<file path="src/rtl/fft_frame_sequencer.sv">
// =====================================================================
// Module : fft_frame_sequencer
// Brief  : Frames a serial sample stream for fft_controller, issues the
//          start pulse and re-serialises the result as a ready/valid stream.
//          Define FFT_SEQ_ZERO_PAD_EN to fill half a frame and zero the rest.
// Rev    : 1.0  initial release
// =====================================================================
`default_nettype none

module fft_frame_sequencer #(
    parameter int FFT_POINTS = 16,
    parameter int DATA_WIDTH = 24,
    parameter int OUT_WIDTH  = 32
) (
    input  logic                             clk,
    input  logic                             reset,
    input  logic [DATA_WIDTH-1:0]            in_sample,
    input  logic                             in_valid,
    output logic                             in_ready,
    input  logic                             in_dir,
    output logic                             start_fft,
    output logic                             forward_inverse,
    output logic [DATA_WIDTH*FFT_POINTS-1:0] fft_in_real,
    output logic [DATA_WIDTH*FFT_POINTS-1:0] fft_in_imag,
    input  logic [OUT_WIDTH*FFT_POINTS-1:0]  fft_out_real,
    input  logic [OUT_WIDTH*FFT_POINTS-1:0]  fft_out_imag,
    input  logic                             fft_data_valid,
    input  logic                             fft_in_prog,
    output logic [OUT_WIDTH-1:0]             out_real,
    output logic [OUT_WIDTH-1:0]             out_imag,
    output logic                             out_valid,
    input  logic                             out_ready,
    output logic                             out_last,
    output logic                             drop_sticky
);

`ifdef FFT_SEQ_ZERO_PAD_EN
    localparam int c_FILL_COUNT = FFT_POINTS / 2;
`else
    localparam int c_FILL_COUNT = FFT_POINTS;
`endif
    localparam int c_IDX_W = $clog2(FFT_POINTS);
    localparam int c_WR_W  = $clog2(c_FILL_COUNT);

    localparam logic [1:0] c_ST_FILL  = 2'd0;
    localparam logic [1:0] c_ST_START = 2'd1;
    localparam logic [1:0] c_ST_WAIT  = 2'd2;
    localparam logic [1:0] c_ST_DRAIN = 2'd3;

    logic [1:0]            r_state;
    logic [c_WR_W-1:0]     r_wr_idx;
    logic [c_IDX_W-1:0]    r_rd_idx;
    logic [DATA_WIDTH-1:0] r_in_buf  [c_FILL_COUNT];
    logic [OUT_WIDTH-1:0]  r_out_re  [FFT_POINTS];
    logic [OUT_WIDTH-1:0]  r_out_im  [FFT_POINTS];
    logic                  r_fwd_inv;
    logic                  r_drop;

    logic w_in_ready;
    logic w_accept;
    logic w_last_accept;
    logic w_out_fire;
    logic w_last_beat;

    // Gating with reset keeps in_ready low while reset is held.
    assign w_in_ready    = (r_state == c_ST_FILL) && !reset;
    assign w_accept      = in_valid && w_in_ready;
    assign w_last_accept = w_accept && (r_wr_idx == c_WR_W'(c_FILL_COUNT - 1));
    assign w_out_fire    = (r_state == c_ST_DRAIN) && out_ready;
    assign w_last_beat   = (r_rd_idx == c_IDX_W'(FFT_POINTS - 1));

    always_ff @(posedge clk) begin
        if (reset) begin
            r_state   <= c_ST_FILL;
            r_wr_idx  <= '0;
            r_rd_idx  <= '0;
            r_fwd_inv <= 1'b0;
            r_drop    <= 1'b0;
            for (int i = 0; i < c_FILL_COUNT; i++) begin
                r_in_buf[i] <= '0;
            end
            for (int i = 0; i < FFT_POINTS; i++) begin
                r_out_re[i] <= '0;
                r_out_im[i] <= '0;
            end
        end else begin
            if (in_valid && !w_in_ready) begin
                r_drop <= 1'b1;
            end
            case (r_state)
                c_ST_FILL: begin
                    if (w_accept) begin
                        r_in_buf[r_wr_idx] <= in_sample;
                        if (r_wr_idx == '0) begin
                            r_fwd_inv <= in_dir;
                        end
                        if (w_last_accept) begin
                            r_wr_idx <= '0;
                            r_state  <= c_ST_START;
                        end else begin
                            r_wr_idx <= r_wr_idx + 1'b1;
                        end
                    end
                end
                c_ST_START: begin
                    if (!fft_in_prog) begin
                        r_state <= c_ST_WAIT;
                    end
                end
                c_ST_WAIT: begin
                    if (fft_data_valid) begin
                        for (int i = 0; i < FFT_POINTS; i++) begin
                            r_out_re[i] <= fft_out_real[i*OUT_WIDTH +: OUT_WIDTH];
                            r_out_im[i] <= fft_out_imag[i*OUT_WIDTH +: OUT_WIDTH];
                        end
                        r_rd_idx <= '0;
                        r_state  <= c_ST_DRAIN;
                    end
                end
                c_ST_DRAIN: begin
                    if (w_out_fire) begin
                        if (w_last_beat) begin
                            r_rd_idx <= '0;
                            r_state  <= c_ST_FILL;
                        end else begin
                            r_rd_idx <= r_rd_idx + 1'b1;
                        end
                    end
                end
                default: r_state <= c_ST_FILL;
            endcase
        end
    end

    // Entries past the fill count never see a write, so they read as zero.
    genvar g;
    generate
        for (g = 0; g < FFT_POINTS; g++) begin : g_in_map
            if (g < c_FILL_COUNT) begin : g_live
                assign fft_in_real[g*DATA_WIDTH +: DATA_WIDTH] = r_in_buf[g];
            end else begin : g_pad
                assign fft_in_real[g*DATA_WIDTH +: DATA_WIDTH] = '0;
            end
        end
    endgenerate

    assign fft_in_imag     = '0;
    assign in_ready        = w_in_ready;
    assign start_fft       = (r_state == c_ST_START) && !fft_in_prog;
    assign forward_inverse = r_fwd_inv;
    assign out_valid       = (r_state == c_ST_DRAIN);
    assign out_last        = out_valid && w_last_beat;
    assign out_real        = out_valid ? r_out_re[r_rd_idx] : '0;
    assign out_imag        = out_valid ? r_out_im[r_rd_idx] : '0;
    assign drop_sticky     = r_drop;

endmodule

`default_nettype wire

</file>
<file path="config.mk">
export PLATFORM = sky130hd
export DESIGN_NAME = fft_frame_sequencer
export DESIGN_NICKNAME = d
export VERILOG_FILES = /design/src/rtl/fft_frame_sequencer.sv
export SDC_FILE = /design/constraint.sdc
export NUM_CORES = 2
export LEC_CHECK = 0
export BUFFER_PORTS_ARGS = -buffer_cell sky130_fd_sc_hd__buf_2
export CELL_PAD_IN_SITES_DETAIL_PLACEMENT = 2
export CELL_PAD_IN_SITES_GLOBAL_PLACEMENT = 2
export CORE_AREA = 8 8 739 741
export CTS_CLUSTER_DIAMETER = 80
export CTS_CLUSTER_SIZE = 30
export DETAILED_ROUTE_END_ITERATION = 6
export DIE_AREA = 0 0 747 749
export PLACE_DENSITY = 0.37
export SLEW_MARGIN = 30
export SYNTH_ARGS = -nofsm -noshare
export SYNTH_HDL_FRONTEND = slang
export SYNTH_SLANG_ARGS = --single-unit
</file>
<file path="constraint.sdc">
create_clock -name clk -period 30.5 [get_ports clk]
set_input_delay 1.525 -clock clk [delete_from_list [all_inputs] [get_ports clk]]
set_output_delay 1.525 -clock clk [all_outputs]
set_load 0.005 [all_outputs]
</file>
Yosys cells after proc, flatten, opt, wreduce, memory -nomap -nowiden
Memory sizes are Yosys's and may differ from the RTL's. A register that Yosys moved wholly into a read port is not among the register bits.
Index checks and enable logic that the tools add are counted.
{ "totals": {"elab_cells": 134, "mem_bits_rw": 1408, "output_inout_bits": 838, "register_bits": 12, "inputBits": 1055, "mem_count": 3} }
{ "op_classes": {"add_sub_neg": 2, "muxes": 63, "reduce_logical": 18, "n_bitwise": 32, "n_eq_ne": 11} }
{ "memory_table": {"columns": ["memory", "words", "width", "rd", "rd_ports_with_merged_regs", "wr", "line_no", "source"], "rows": [
  ["r_out_im", 16, 32, 1, 1, 16, "55", "logic [OUT_WIDTH-1:0] r_out_im [FFT_POINTS];"],
  ["r_out_re", 16, 32, 1, 1, 16, "54", "logic [OUT_WIDTH-1:0] r_out_re [FFT_POINTS];"],
  ["r_in_buf", 16, 24, 16, 0, 16, "53", "logic [DATA_WIDTH-1:0] r_in_buf [c_FILL_COUNT];"]
]} }
{ "ops": {"columns": ["op", "n"], "rows": [
  ["$mux W32", 34],
  ["$mux W4", 9],
  ["$or A1 B1 Y1", 32],
  ["$mux W24", 1],
  ["$reduce_or A24 Y1", 1],
  ["$mux W2", 6],
  ["$mux W1", 11],
  ["$add A4 B1 Y4 const B", 2],
  ["$eq A4 B4 Y1 const B", 2],
  ["$ne A2 B2 Y1 const B", 4],
  ["$pmux W2 S4", 1],
  ["$pmux W4 S2", 1],
  ["$logic_and A1 B1 Y1", 7],
  ["$reduce_and A3 Y1", 2],
  ["$reduce_and A6 Y1", 1],
  ["$eq A2 B2 Y1 const B", 2],
  ["$logic_not A4 Y1", 1],
  ["$ne A2 B1 Y1 const B", 2],
  ["$logic_not A1 Y1", 3],
  ["$eq A2 B1 Y1 const B", 1],
  ["$logic_not A2 Y1", 1],
  ["$reduce_and A2 Y1", 1],
  ["$reduce_bool A2 Y1", 1]
]} }

Longest topological paths before layout
{ "depth": {"word_depth": 9, "depth_mapped": 8, "depth_no_buf": 6} }

Least setup slack after synthesis
OpenSTA, ideal clock, no wires.
{ "synth_timing": {"path_type": "input to register", "start": "in reset", "end": "mem r_out_im[0][0] (enable)", "path_stages": 4, "path_slack_ps": 2203, "n_path_buf": 3, "arrival_ps": 26708, "required_time_ps": 28911, "setup_time_ps": 1589, "path_cell_list": "buf_2 > clkbuf_1 > clkbuf_1 > nand2b_1"} }
{ "synth_rtl": {"columns": ["element", "line_no", "source"], "rows": [
  ["start, declared", "16", "input logic reset,"],
  ["end, declared", "55", null]
]} }

==> metrics.log <==
[metrics] EDFF count, synth: 1408
[metrics] number of DRC markers after the initial detailed-route iteration: 2209
[metrics] #FFs+latches synth: 1424
[metrics] Final period util: 25.8%
[metrics] final-report setup violation count: 0
[metrics] Slew Viols, Final: 0
[metrics] nets@finish: 7078
[metrics] width of the die: 747 um
[metrics] class of the worst hold path: flop to flop
[metrics] post-CTS setup buffer count: 0
[metrics] Total Routed Length: 381000 um
[metrics] Unique masters post-synth: 44
[metrics] final weighted congestion in routability-driven placement: 0.774
[metrics] pin count of the biggest net entering global routing: 188
[metrics] Slew Limit Headroom: 24.0%
[metrics] Final Worst Setup Slack: 22640 ps
[metrics] cell at the root of the clock tree: sky130_fd_sc_hd__clkbuf_16
[metrics] top cell type's share of synthesized area: 65.7%
[metrics] total global routing overflow: 0
[metrics] Max Fanout on Critical Path: 49
[metrics] global-route wire length before repair: 488000 um
[metrics] post-synthesis cell count: 4551
[metrics] register-to-register path setup slack: 24340 ps
[metrics] count of standard-cell rows: 269
[metrics] hold-fix buffers at CTS: 0
[metrics] routed vias/inst: 3.21
[metrics] clock skew: 59.2 ps
[metrics] share of the core filled with cells in the final layout: 15.8%
[metrics] CP Capture Point: out_imag[23]
[metrics] Pre-Repair DR Iteration Count: 6
[metrics] share of flip-flops with an asynchronous set or reset after synthesis: 0%
[metrics] GRT Total Usage: 12.9%
[metrics] clock insertion delay at the later pin of the skew report: 840 ps
[metrics] RSZ-0062 raised after global routing: false
[metrics] clock-pin slew reported for the worst setup and hold paths after clock tree synthesis: 80 ps
[metrics] antenna violations before repair: 326
[metrics] Initial Utilization: 12.0%
[metrics] outcome: complete, no violations
[metrics] arrival time at the worst endpoint: 6330 ps
[metrics] Mean Syn Cell Area: 14.1 sq um
[metrics] count leader, synth: sky130_fd_sc_hd__edfxtp_1
[metrics] Critical Path Start Type: flop
[metrics] Placeable Area: 534000 sq um
[metrics] Total Die Area: 560000 sq um
[metrics] endpoint required time on the critical path: 28980 ps
[metrics] maximum resistive drop on vdd: 0.0397 mV
[metrics] transition time at the pin with the least slew margin: 1140 ps
[metrics] count of buffers from port buffering: 1508
[metrics] vertical die dimension: 749 um
[metrics] number of cells on the worst reg-to-reg path: 10
[metrics] most common library cells after synthesis: sky130_fd_sc_hd__edfxtp_1 (1408), sky130_fd_sc_hd__and2_1 (1026), sky130_fd_sc_hd__mux2i_1 (472)
[metrics] clock sink count: 1424
[metrics] routed via count: 42700
[metrics] fraction of final layout cells with drive strength greater than 1: 31.9%
[metrics] buffer levels on the longest clock path: 4
[metrics] Antenna Nets Post-Route: 0
[metrics] DPL Wire Length: 302000 um
[metrics] post-synthesis cell area: 64300 sq um
[metrics] H-tree levels: 4
[metrics] boundary pin count: 1893
[metrics] largest area contributor in the netlist: sky130_fd_sc_hd__edfxtp_1
[metrics] final-layout setup total negative slack: 0 ps
[metrics] number of buffers added by the clock tree synthesis step: 150
[metrics] ranking of synthesized cells by area: sky130_fd_sc_hd__edfxtp_1 (66%), sky130_fd_sc_hd__and2_1 (10%), sky130_fd_sc_hd__mux2i_1 (7.3%)
[metrics] total power per unit cell area: 55.2 nW/um^2
[metrics] count of final hold-check violations: 0
[metrics] f_max: 0.127 GHz
[metrics] number of violations of the max-capacitance limit: 0
[metrics] beginning of the worst register-to-register path: r_state[0]
[metrics] flip-flop cell with the highest count after synthesis: sky130_fd_sc_hd__edfxtp_1
[metrics] number of cells upsized or downsized after cts: 0
[metrics] clock tree from TritonCTS: yes
[metrics] fraction of the yosys area taken by sequential cells: 66.2%
[metrics] number of warnings reported in the yosys synthesis log: 0
[metrics] critical register-to-register path endpoint: r_out_im[7][23]
[metrics] Critical Path Sink Type: primary output
[metrics] Area Overhead vs Synth: 31.5%
[metrics] number of global-route vias before repair: 46700
[metrics] DRC Markers: 0
[metrics] Critical Setup Path Class: flop to primary output
[metrics] post-layout minimum cycle time: 7860 ps
[metrics] pre-CTS worst setup slack: 22940 ps
[metrics] drt wl/cell: 28.7 um
[metrics] leakage: 31.2 nW
cell type report:
class                           count  area, sq um
Fill cell                       60600       450000
Sequential cell                  1424        42600
Multi-Input combinational cell   2819        19000
Tap cell                         7046         8820
Timing Repair Buffer             1611         8530
Clock buffer                      155         3790
Clock inverter                    116         1470
Antenna cell                      118          295
Inverter                            8         31.3
placed cells by master, fill, tap and decap left out, types with 22 or more instances in the layout:
cell                        netlist  routed
sky130_fd_sc_hd__o22ai_1         43      42
sky130_fd_sc_hd__conb_1           1     384
sky130_fd_sc_hd__clkbuf_16        0     151
sky130_fd_sc_hd__a22oi_1        214     214
sky130_fd_sc_hd__mux2i_1        472     455
sky130_fd_sc_hd__buf_4          392      87
sky130_fd_sc_hd__and2_1        1026    1025
sky130_fd_sc_hd__o21ai_1         22      23
sky130_fd_sc_hd__diode_2          0     118
sky130_fd_sc_hd__nand2_1        118     116
sky130_fd_sc_hd__buf_2           47    1507
sky130_fd_sc_hd__nor2b_1        388     386
sky130_fd_sc_hd__clkinv_8         0      22
sky130_fd_sc_hd__edfxtp_1      1408    1408
critical path: stages (launching register included):
cell	delay, ps
sky130_fd_sc_hd__dfxtp_4	820
sky130_fd_sc_hd__buf_4	620
sky130_fd_sc_hd__buf_4	640
sky130_fd_sc_hd__buf_4	740
sky130_fd_sc_hd__buf_4	820
sky130_fd_sc_hd__mux2i_1	180
sky130_fd_sc_hd__a22oi_1	250
sky130_fd_sc_hd__nand2_1	90
sky130_fd_sc_hd__o22ai_1	740
sky130_fd_sc_hd__buf_2	260
per-stage QoR:
stage	hold slack (ps)	power, mW	cells	area [sq um]
final	524	4.67	13300	84600
after CTS	535	4.79	13200	84200
after global routing	575	4.86	13200	84300
after floorplan	460	2.56	4934	65800
after global placement	497	2.68	12900	78800
after detailed placement	512	2.69	12900	79000
flip-flops by register name (all words and copies together), names as in the netlist, named ones only:
signal,flops
r_out_im,512
r_out_re,512
r_rd_idx,4
drop_sticky,1
forward_inverse,1
r_state,2
r_wr_idx,4
r_in_buf,384
worst min-delay path by stage:
stage          slack [ps]         endpoint       startpoint  cells past startpoint
6_report              520  forward_inverse  forward_inverse                      2
5_1_grt               580  forward_inverse  forward_inverse                      2
4_1_cts               540  forward_inverse  forward_inverse                      2
3_5_place_dp          510  forward_inverse  forward_inverse                      2
3_3_place_gp          500  forward_inverse  forward_inverse                      2
2_1_floorplan         460      drop_sticky      drop_sticky                      2
routing by layer:
metal / part of all wire, % / GRT usage, %
met5: 0.32 / 0
met1: 44 / 16.9
met3: 7.9 / 4.02
met2: 46 / 21.1
met4: 1.8 / 2.13
cells by family after synthesis:
logic type,synth area share (%)
flip-flops,66.2
AO/OA/AOI/OAI,3.64
adder cells (fa/ha/maj),0.175
XOR/XNOR,0.0545
AND/OR/NAND/NOR,15.1
multiplexers,8.08
buffers and inverters,6.76
other,0.00583
power by group:
group	internal, mW	leakage (nW)	switching (mW)	total (mW)
combinational	0.111	14.0	0.226	0.337
sequential	2.25	14.6	0.0383	2.29
clock	1.06	2.53	0.986	2.04
total	3.42	31.2	1.25	4.67
Note: power is estimated with default switching activity, not from simulation.
